### config.mk
export PLATFORM = sky130hd
export DESIGN_NAME = cal_ctrl_flat
export DESIGN_NICKNAME = d
export VERILOG_FILES = /design/src/rtl/cal_ctrl_if.sv /design/src/rtl/cal_ctrl.sv /design/src/flat_wrapper.sv
export SDC_FILE = /design/constraint.sdc
export NUM_CORES = 1
export LEC_CHECK = 0
export ABC_AREA = 1
export CORE_MARGIN = 2
export CORE_UTILIZATION = 38
export CTS_CLUSTER_SIZE = 12
export DETAILED_ROUTE_END_ITERATION = 10
export HOLD_SLACK_MARGIN = 0.12
export PLACE_DENSITY_LB_ADDON = 0.08
export SYNTH_ARGS = -nofsm -noshare
export SYNTH_HDL_FRONTEND = slang
export SYNTH_SLANG_ARGS = --single-unit
export TNS_END_PERCENT = 5
### constraint.sdc
create_clock -name clk -period 5.7 [get_ports clk]
set_input_delay 1.14 -clock clk [delete_from_list [all_inputs] [get_ports clk]]
set_output_delay 1.14 -clock clk [all_outputs]
set_load 0.1 [all_outputs]
### src/rtl/cal_ctrl_if.sv
// Byte-in / word-out link between the UART and the calculator controller.
// The master side drives received bytes; the slave side returns results and error strobes.
interface cal_ctrl_if;
  logic [7:0]  rx_data;
  logic        rx_valid;
  logic [31:0] tx_data;
  logic        tx_valid;
  logic        err;

  modport master (
    output rx_data, rx_valid,
    input  tx_data, tx_valid, err
  );

  modport slave (
    input  rx_data, rx_valid,
    output tx_data, tx_valid, err
  );
endinterface

### src/rtl/cal_ctrl.sv
// ASCII expression calculator: parses "A op B term" from UART bytes and emits
// a 32-bit result or a one-cycle error strobe.
module cal_ctrl (
  input logic       clk,
  input logic       n_rst,
  cal_ctrl_if.slave bus
);

  localparam int DATA_W = 8;
  localparam int OPER_W = 16;
  localparam int RES_W  = 32;

  localparam logic [2:0] IDLE = 3'd0;
  localparam logic [2:0] OPA  = 3'd1;
  localparam logic [2:0] OPB  = 3'd2;
  localparam logic [2:0] CALC = 3'd3;
  localparam logic [2:0] ERR  = 3'd4;

  localparam logic [DATA_W-1:0] CH_ADD   = 8'h2B;
  localparam logic [DATA_W-1:0] CH_SUB   = 8'h2D;
  localparam logic [DATA_W-1:0] CH_MUL   = 8'h2A;
  localparam logic [DATA_W-1:0] CH_EQ    = 8'h3D;
  localparam logic [DATA_W-1:0] CH_CR    = 8'h0D;
  localparam logic [DATA_W-1:0] CH_SPACE = 8'h20;

  function automatic logic is_digit(input logic [DATA_W-1:0] c);
    return (c >= 8'h30) && (c <= 8'h39);
  endfunction

  function automatic logic is_op(input logic [DATA_W-1:0] c);
    return (c == CH_ADD) || (c == CH_SUB) || (c == CH_MUL);
  endfunction

  function automatic logic is_term(input logic [DATA_W-1:0] c);
    return (c == CH_EQ) || (c == CH_CR);
  endfunction

  // Decimal accumulate, wrapping modulo 2^16.
  function automatic logic [OPER_W-1:0] acc10(input logic [OPER_W-1:0] v,
                                               input logic [DATA_W-1:0] c);
    logic [OPER_W-1:0] scaled;
    scaled = v * 16'd10;
    return scaled + {12'd0, c[3:0]};
  endfunction

  function automatic logic [RES_W-1:0] calc_res(input logic [DATA_W-1:0] opc,
                                                input logic [OPER_W-1:0] x,
                                                input logic [OPER_W-1:0] y);
    logic [RES_W-1:0] xe;
    logic [RES_W-1:0] ye;
    xe = {16'd0, x};
    ye = {16'd0, y};
    case (opc)
      CH_SUB:  return xe - ye;
      CH_MUL:  return xe * ye;
      default: return xe + ye;
    endcase
  endfunction

  logic [DATA_W-1:0] rx_p0;
  logic              vld_p0;
  logic [2:0]        state;
  logic [OPER_W-1:0] a_val;
  logic [OPER_W-1:0] b_val;
  logic [DATA_W-1:0] op_code;
  logic              b_seen;

  // Stage p0: register the incoming byte; spaces are filtered out here.
  always_ff @(posedge clk) begin
    rx_p0 <= bus.rx_data;
  end

  always_ff @(posedge clk or negedge n_rst) begin
    if (!n_rst) vld_p0 <= 1'b0;
    else        vld_p0 <= bus.rx_valid && (bus.rx_data != CH_SPACE);
  end

  // Stage p1: parser FSM and result register.
  always_ff @(posedge clk or negedge n_rst) begin
    if (!n_rst) begin
      state        <= IDLE;
      a_val        <= '0;
      b_val        <= '0;
      op_code      <= CH_ADD;
      b_seen       <= 1'b0;
      bus.tx_data  <= '0;
      bus.tx_valid <= 1'b0;
      bus.err      <= 1'b0;
    end else begin
      bus.tx_valid <= 1'b0;
      bus.err      <= 1'b0;
      if (state == CALC) begin
        bus.tx_data  <= calc_res(op_code, a_val, b_val);
        bus.tx_valid <= 1'b1;
        state        <= IDLE;
      end else if (vld_p0) begin
        case (state)
          IDLE: begin
            if (is_digit(rx_p0)) begin
              a_val <= {12'd0, rx_p0[3:0]};
              state <= OPA;
            end else if (!is_term(rx_p0)) begin
              state <= ERR;
            end
          end
          OPA: begin
            if (is_digit(rx_p0)) begin
              a_val <= acc10(a_val, rx_p0);
            end else if (is_op(rx_p0)) begin
              op_code <= rx_p0;
              b_val   <= '0;
              b_seen  <= 1'b0;
              state   <= OPB;
            end else if (is_term(rx_p0)) begin
              // A rejecting term also closes the expression.
              bus.err <= 1'b1;
              state   <= IDLE;
            end else begin
              state <= ERR;
            end
          end
          OPB: begin
            if (is_digit(rx_p0)) begin
              b_val  <= acc10(b_val, rx_p0);
              b_seen <= 1'b1;
            end else if (is_term(rx_p0)) begin
              if (b_seen) begin
                state <= CALC;
              end else begin
                bus.err <= 1'b1;
                state   <= IDLE;
              end
            end else begin
              state <= ERR;
            end
          end
          default: begin
            if (is_term(rx_p0)) begin
              bus.err <= 1'b1;
              state   <= IDLE;
            end
          end
        endcase
      end
    end
  end

endmodule
### src/flat_wrapper.sv
// flat-port wrapper written by rule: the top's interface ports become plain ports
module cal_ctrl_flat 
  (clk, n_rst, bus_rx_data, bus_rx_valid, bus_tx_data, bus_tx_valid, bus_err);
  cal_ctrl_if bus_i ();
  input logic clk;
  input logic n_rst;
  input wire logic [$bits(bus_i.rx_data)-1:0] bus_rx_data;
  input wire logic [$bits(bus_i.rx_valid)-1:0] bus_rx_valid;
  output wire logic [$bits(bus_i.tx_data)-1:0] bus_tx_data;
  output wire logic [$bits(bus_i.tx_valid)-1:0] bus_tx_valid;
  output wire logic [$bits(bus_i.err)-1:0] bus_err;
  assign bus_i.rx_data = bus_rx_data;
  assign bus_i.rx_valid = bus_rx_valid;
  assign bus_tx_data = bus_i.tx_data;
  assign bus_tx_valid = bus_i.tx_valid;
  assign bus_err = bus_i.err;
  cal_ctrl u_core (.clk(clk), .n_rst(n_rst), .bus(bus_i));
endmodule
==> out/metrics.yaml <==
status: "finished clean"
synth_compound_area_share_pct: 8.22
synth-async-reset-ratio_pct: 90.8
worstHoldPathType: "reg2reg"
rrSetupSlack_ns: 0.15
synthCells: 2366
hold_buffers: 0
port_buffers: 44
vias: 15300
wirelength_um: 54900
maxCapViolations: 0
boundaryPins: 45
grt.overflow.total: 0
p_leak_nw: 11.2
syn_nets: 2765
row_count: 76
drv_slew: 0
rsz0062_at_grt: "true"
ys_ff_latch: 87
yosysSeqAreaShare_pct: 12.8
cp.required_ns: 5.95
skew_ns: 0.0121
finalSetupViolCount: 0
area_delta_synth_final_pct: 17.5
tritoncts: "yes"
startpoint_type: "flop"
drc: 0
rr_worst_depth: 24
clockBufferDepth: 2
powerDensity_mw_per_mm2: 95.5
clk_latency_ns: 0.39
netlist_area_mm2: 0.0167
hold_slack_ns: 0.466
via_per_inst: 4.93
muxShareOfSynthArea_pct: 0
h-tree-depth: 3
wl_per_cell_um: 17.7
cts_buffers: 9
synthXorXnorAreaFrac_pct: 1.52
fp.dieW_um: 214
place.gp.congestion: 0.885
cp_max_fo: 6
synth_edf_count: 0
finalNetCount: 2904
grt_pass1_vias: 15800
drive_above_1_share_pct: 13.9
synth_ff_type: "dfrtp_1"
endpoint_kind: "flop"
cp.arrival_ns: 5.81
critPathKind: "reg2reg"
holdPathStages: 2
yosysWarnings: 0
die_area_mm2: 0.0458
fin_crit_ns: 5.55
drtIter0Drc: 910
synth_top_family_by_area: "adder cells"
antenna_left: 0
top_layer: "met4"
grt_max_degree: 59
m1WireLength_um: 25900
cts-root-buf: "clkbuf_16"
clkSinkCount: 87
worstMarginPinSlew_ns: 1.02
hold_start: "u_core.op_code[5]"
drt_first_pass_iters: 6
num_antenna_cells: 0
yosys.area_share.adder_pct: 38.0
dp.final_hpwl_um: 47000
antenna_found_initial: 0
track_usage_pct: 24.8
total_power_mw: 1.88
path_clk_slew_ns: 0.08
wl_met3_um: 2620
die-height_um: 214
yosysUniqueCellTypes: 53
synth_simple_gate_area_share_pct: 25.0
vdd_drop_max_uv: 157
initial_core_util_pct: 38.7
slew_headroom_pct: 31.7
dr_wl_met2_um: 25400
fin_crit_sh_pct: 97.4
reg2reg_to: "u_core.bus.tx_data[20]"
worstHoldEndpoint: "u_core.op_code[5]"
clock.fmax_mhz: 180
reg2reg_from: "u_core.b_val[4]"
finalHoldViolCount: 0
grt_pass1_wl_um: 88500
core_mm2: 0.0433
postSynthAreaPerCell_um2: 7.08
## state kept, by name, summed over array words and instances (netlist names)
signal               cells
u_core.bus.tx_data      32
u_core.a_val            16
u_core.b_val            16
u_core.op_code           8
u_core.rx_p0             8
u_core.state             3
u_core.b_seen            1
u_core.bus.err           1
u_core.bus.tx_valid      1
u_core.vld_p0            1
## repair_timing
item | in CTS | in global routing
resized for setup | 16 | 121
pin swaps | 1 | 30
gates cloned | 0 | 0
setup buffers | 0 | 9
setup endpoints to repair | 14 | 23
hold endpoints to repair | 0 | 0
## area by class of cell
class                   instances  area (µm²)
clock buffers                   9         225
clock inverters                 7        67.6
fillers                      4513       23600
inverters                     547        2050
multi-input cells            1646       12600
flip-flops and latches         87        2160
well taps                     585         732
repair buffers                214        1840
## routing by layer
layer | vias up | global-route usage [%]
met5 | - | 0
met4 | 0 | 5.85
met3 | 49 | 3.59
met2 | 302 | 41.0
met1 | 7429 | 34.4
li1 | 7477 | -
## per-stage QoR
step	instances	util [%]	cell area, µm²	setup WS (ns)	TNS, ns
finish	3095	45.5	19700	0.146	0
floorplan	2366	-	16700	0.0979	0
detailed placement	3070	43.5	18800	-0.133	-0.523
global placement	3070	43.5	18800	-0.104	-0.426
global route	3095	45.5	19700	-0.0794	-0.406
CTS	3086	44.3	19200	-0.0544	-0.150
## how the worst max path moves through the flow
stage / slack [ns] / to / from
floorplan: 0.1 / u_core.bus.tx_data[13] / u_core.b_val[1]
global placement: -0.10 / u_core.bus.tx_data[13] / u_core.b_val[6]
detailed placement: -0.13 / u_core.bus.tx_data[15] / u_core.a_val[7]
CTS: -0.05 / u_core.bus.tx_data[13] / u_core.a_val[8]
global route: -0.08 / u_core.bus.tx_data[20] / u_core.a_val[7]
finish: 0.15 / u_core.bus.tx_data[20] / u_core.b_val[4]
## logic make-up after synthesis
| kind of cell | after synthesis |
|---|---|
| simple gates | 986 |
| buf+inv | 633 |
| fa+ha+maj | 388 |
| compound gates | 246 |
| flops | 87 |
| xor+xnor | 26 |
## critical path, stage by stage (launching register included)
cell	delay (ns)
dfrtp_2	0.46
buf_4	0.17
nand2_1	0.07
inv_1	0.06
fa_1	0.53
inv_1	0.05
fa_1	0.47
inv_1	0.05
fa_1	0.48
fa_1	0.50
fa_1	0.49
inv_1	0.05
fa_1	0.53
inv_1	0.08
ha_4	0.29
nand2_1	0.09
nor2_2	0.16
inv_2	0.08
nor2_2	0.16
buf_4	0.14
nand4_1	0.10
nand3_2	0.11
a21oi_1	0.06
o21ai_1	0.14
a21oi_1	0.09
## layout by cell type, fill, tap and decap left out, types with 5 or more instances in the layout
cell type	Yosys	final
clkdlybuf4s50_1	0	43
dfrtp_1	75	57
nand3_1	127	117
ha_2	0	5
nor2_1	138	126
inv_2	7	17
a21oi_1	102	85
nor2_2	6	14
buf_6	4	7
nand2_2	12	21
nand2_1	613	602
nand4_1	29	29
inv_1	539	529
o22ai_1	5	5
o21bai_1	7	6
o21ai_0	82	67
o21ai_1	9	24
or2_2	7	7
a21oi_2	2	18
buf_12	0	8
a21o_1	7	7
clkbuf_16	0	9
buf_4	2	156
o211ai_1	8	8
xnor2_1	8	8
fa_1	200	196
nand3b_1	12	12
nor3_1	24	22
ha_4	0	12
xor2_1	16	16
nor2_4	5	9
ha_1	188	171
dfxtp_1	8	8
dfrtp_2	0	18
a31oi_1	5	5
nand3_2	3	13
## power by group
| part | leakage [nW] | switching, mW | internal, mW |
|---|---|---|---|
| clock network | 0.139 | 0.317 | 0.306 |
| registers | 1.12 | 0.0391 | 0.636 |
| logic | 9.90 | 0.374 | 0.208 |
## cells in the mapped netlist, types with 4 or more instances
cell        n  area, µm²
o21ai_0    82        410
nand3b_1   12       90.1
nand3_1   127        636
inv_1     539       2020
or2_2       7       43.8
xor2_1     16        140
o22ai_1     5       31.3
o21ai_1     9       45.0
ha_1      188       2350
o211ai_1    8       60.1
a21oi_1   102        510
clkbuf_1   68        255
nor2_2      6       37.5
fa_1      200       4000
dfrtp_1    75       1880
nand2_1   613       2300
nand4_1    29        181
dfxtp_1     8        160
a31oi_1     5       31.3
o21bai_1    7       52.6
buf_6       4       45.0
inv_2       7       26.3
a21o_1      7       52.6
nand2_2    12       75.1
nor2_1    138        518
nor3_1     24        120
nor2_4      5       56.3
xnor2_1     8       70.1
dfstp_2     4        105
buf_2      11       55.1
Note: power is estimated with default switching activity, not from simulation.
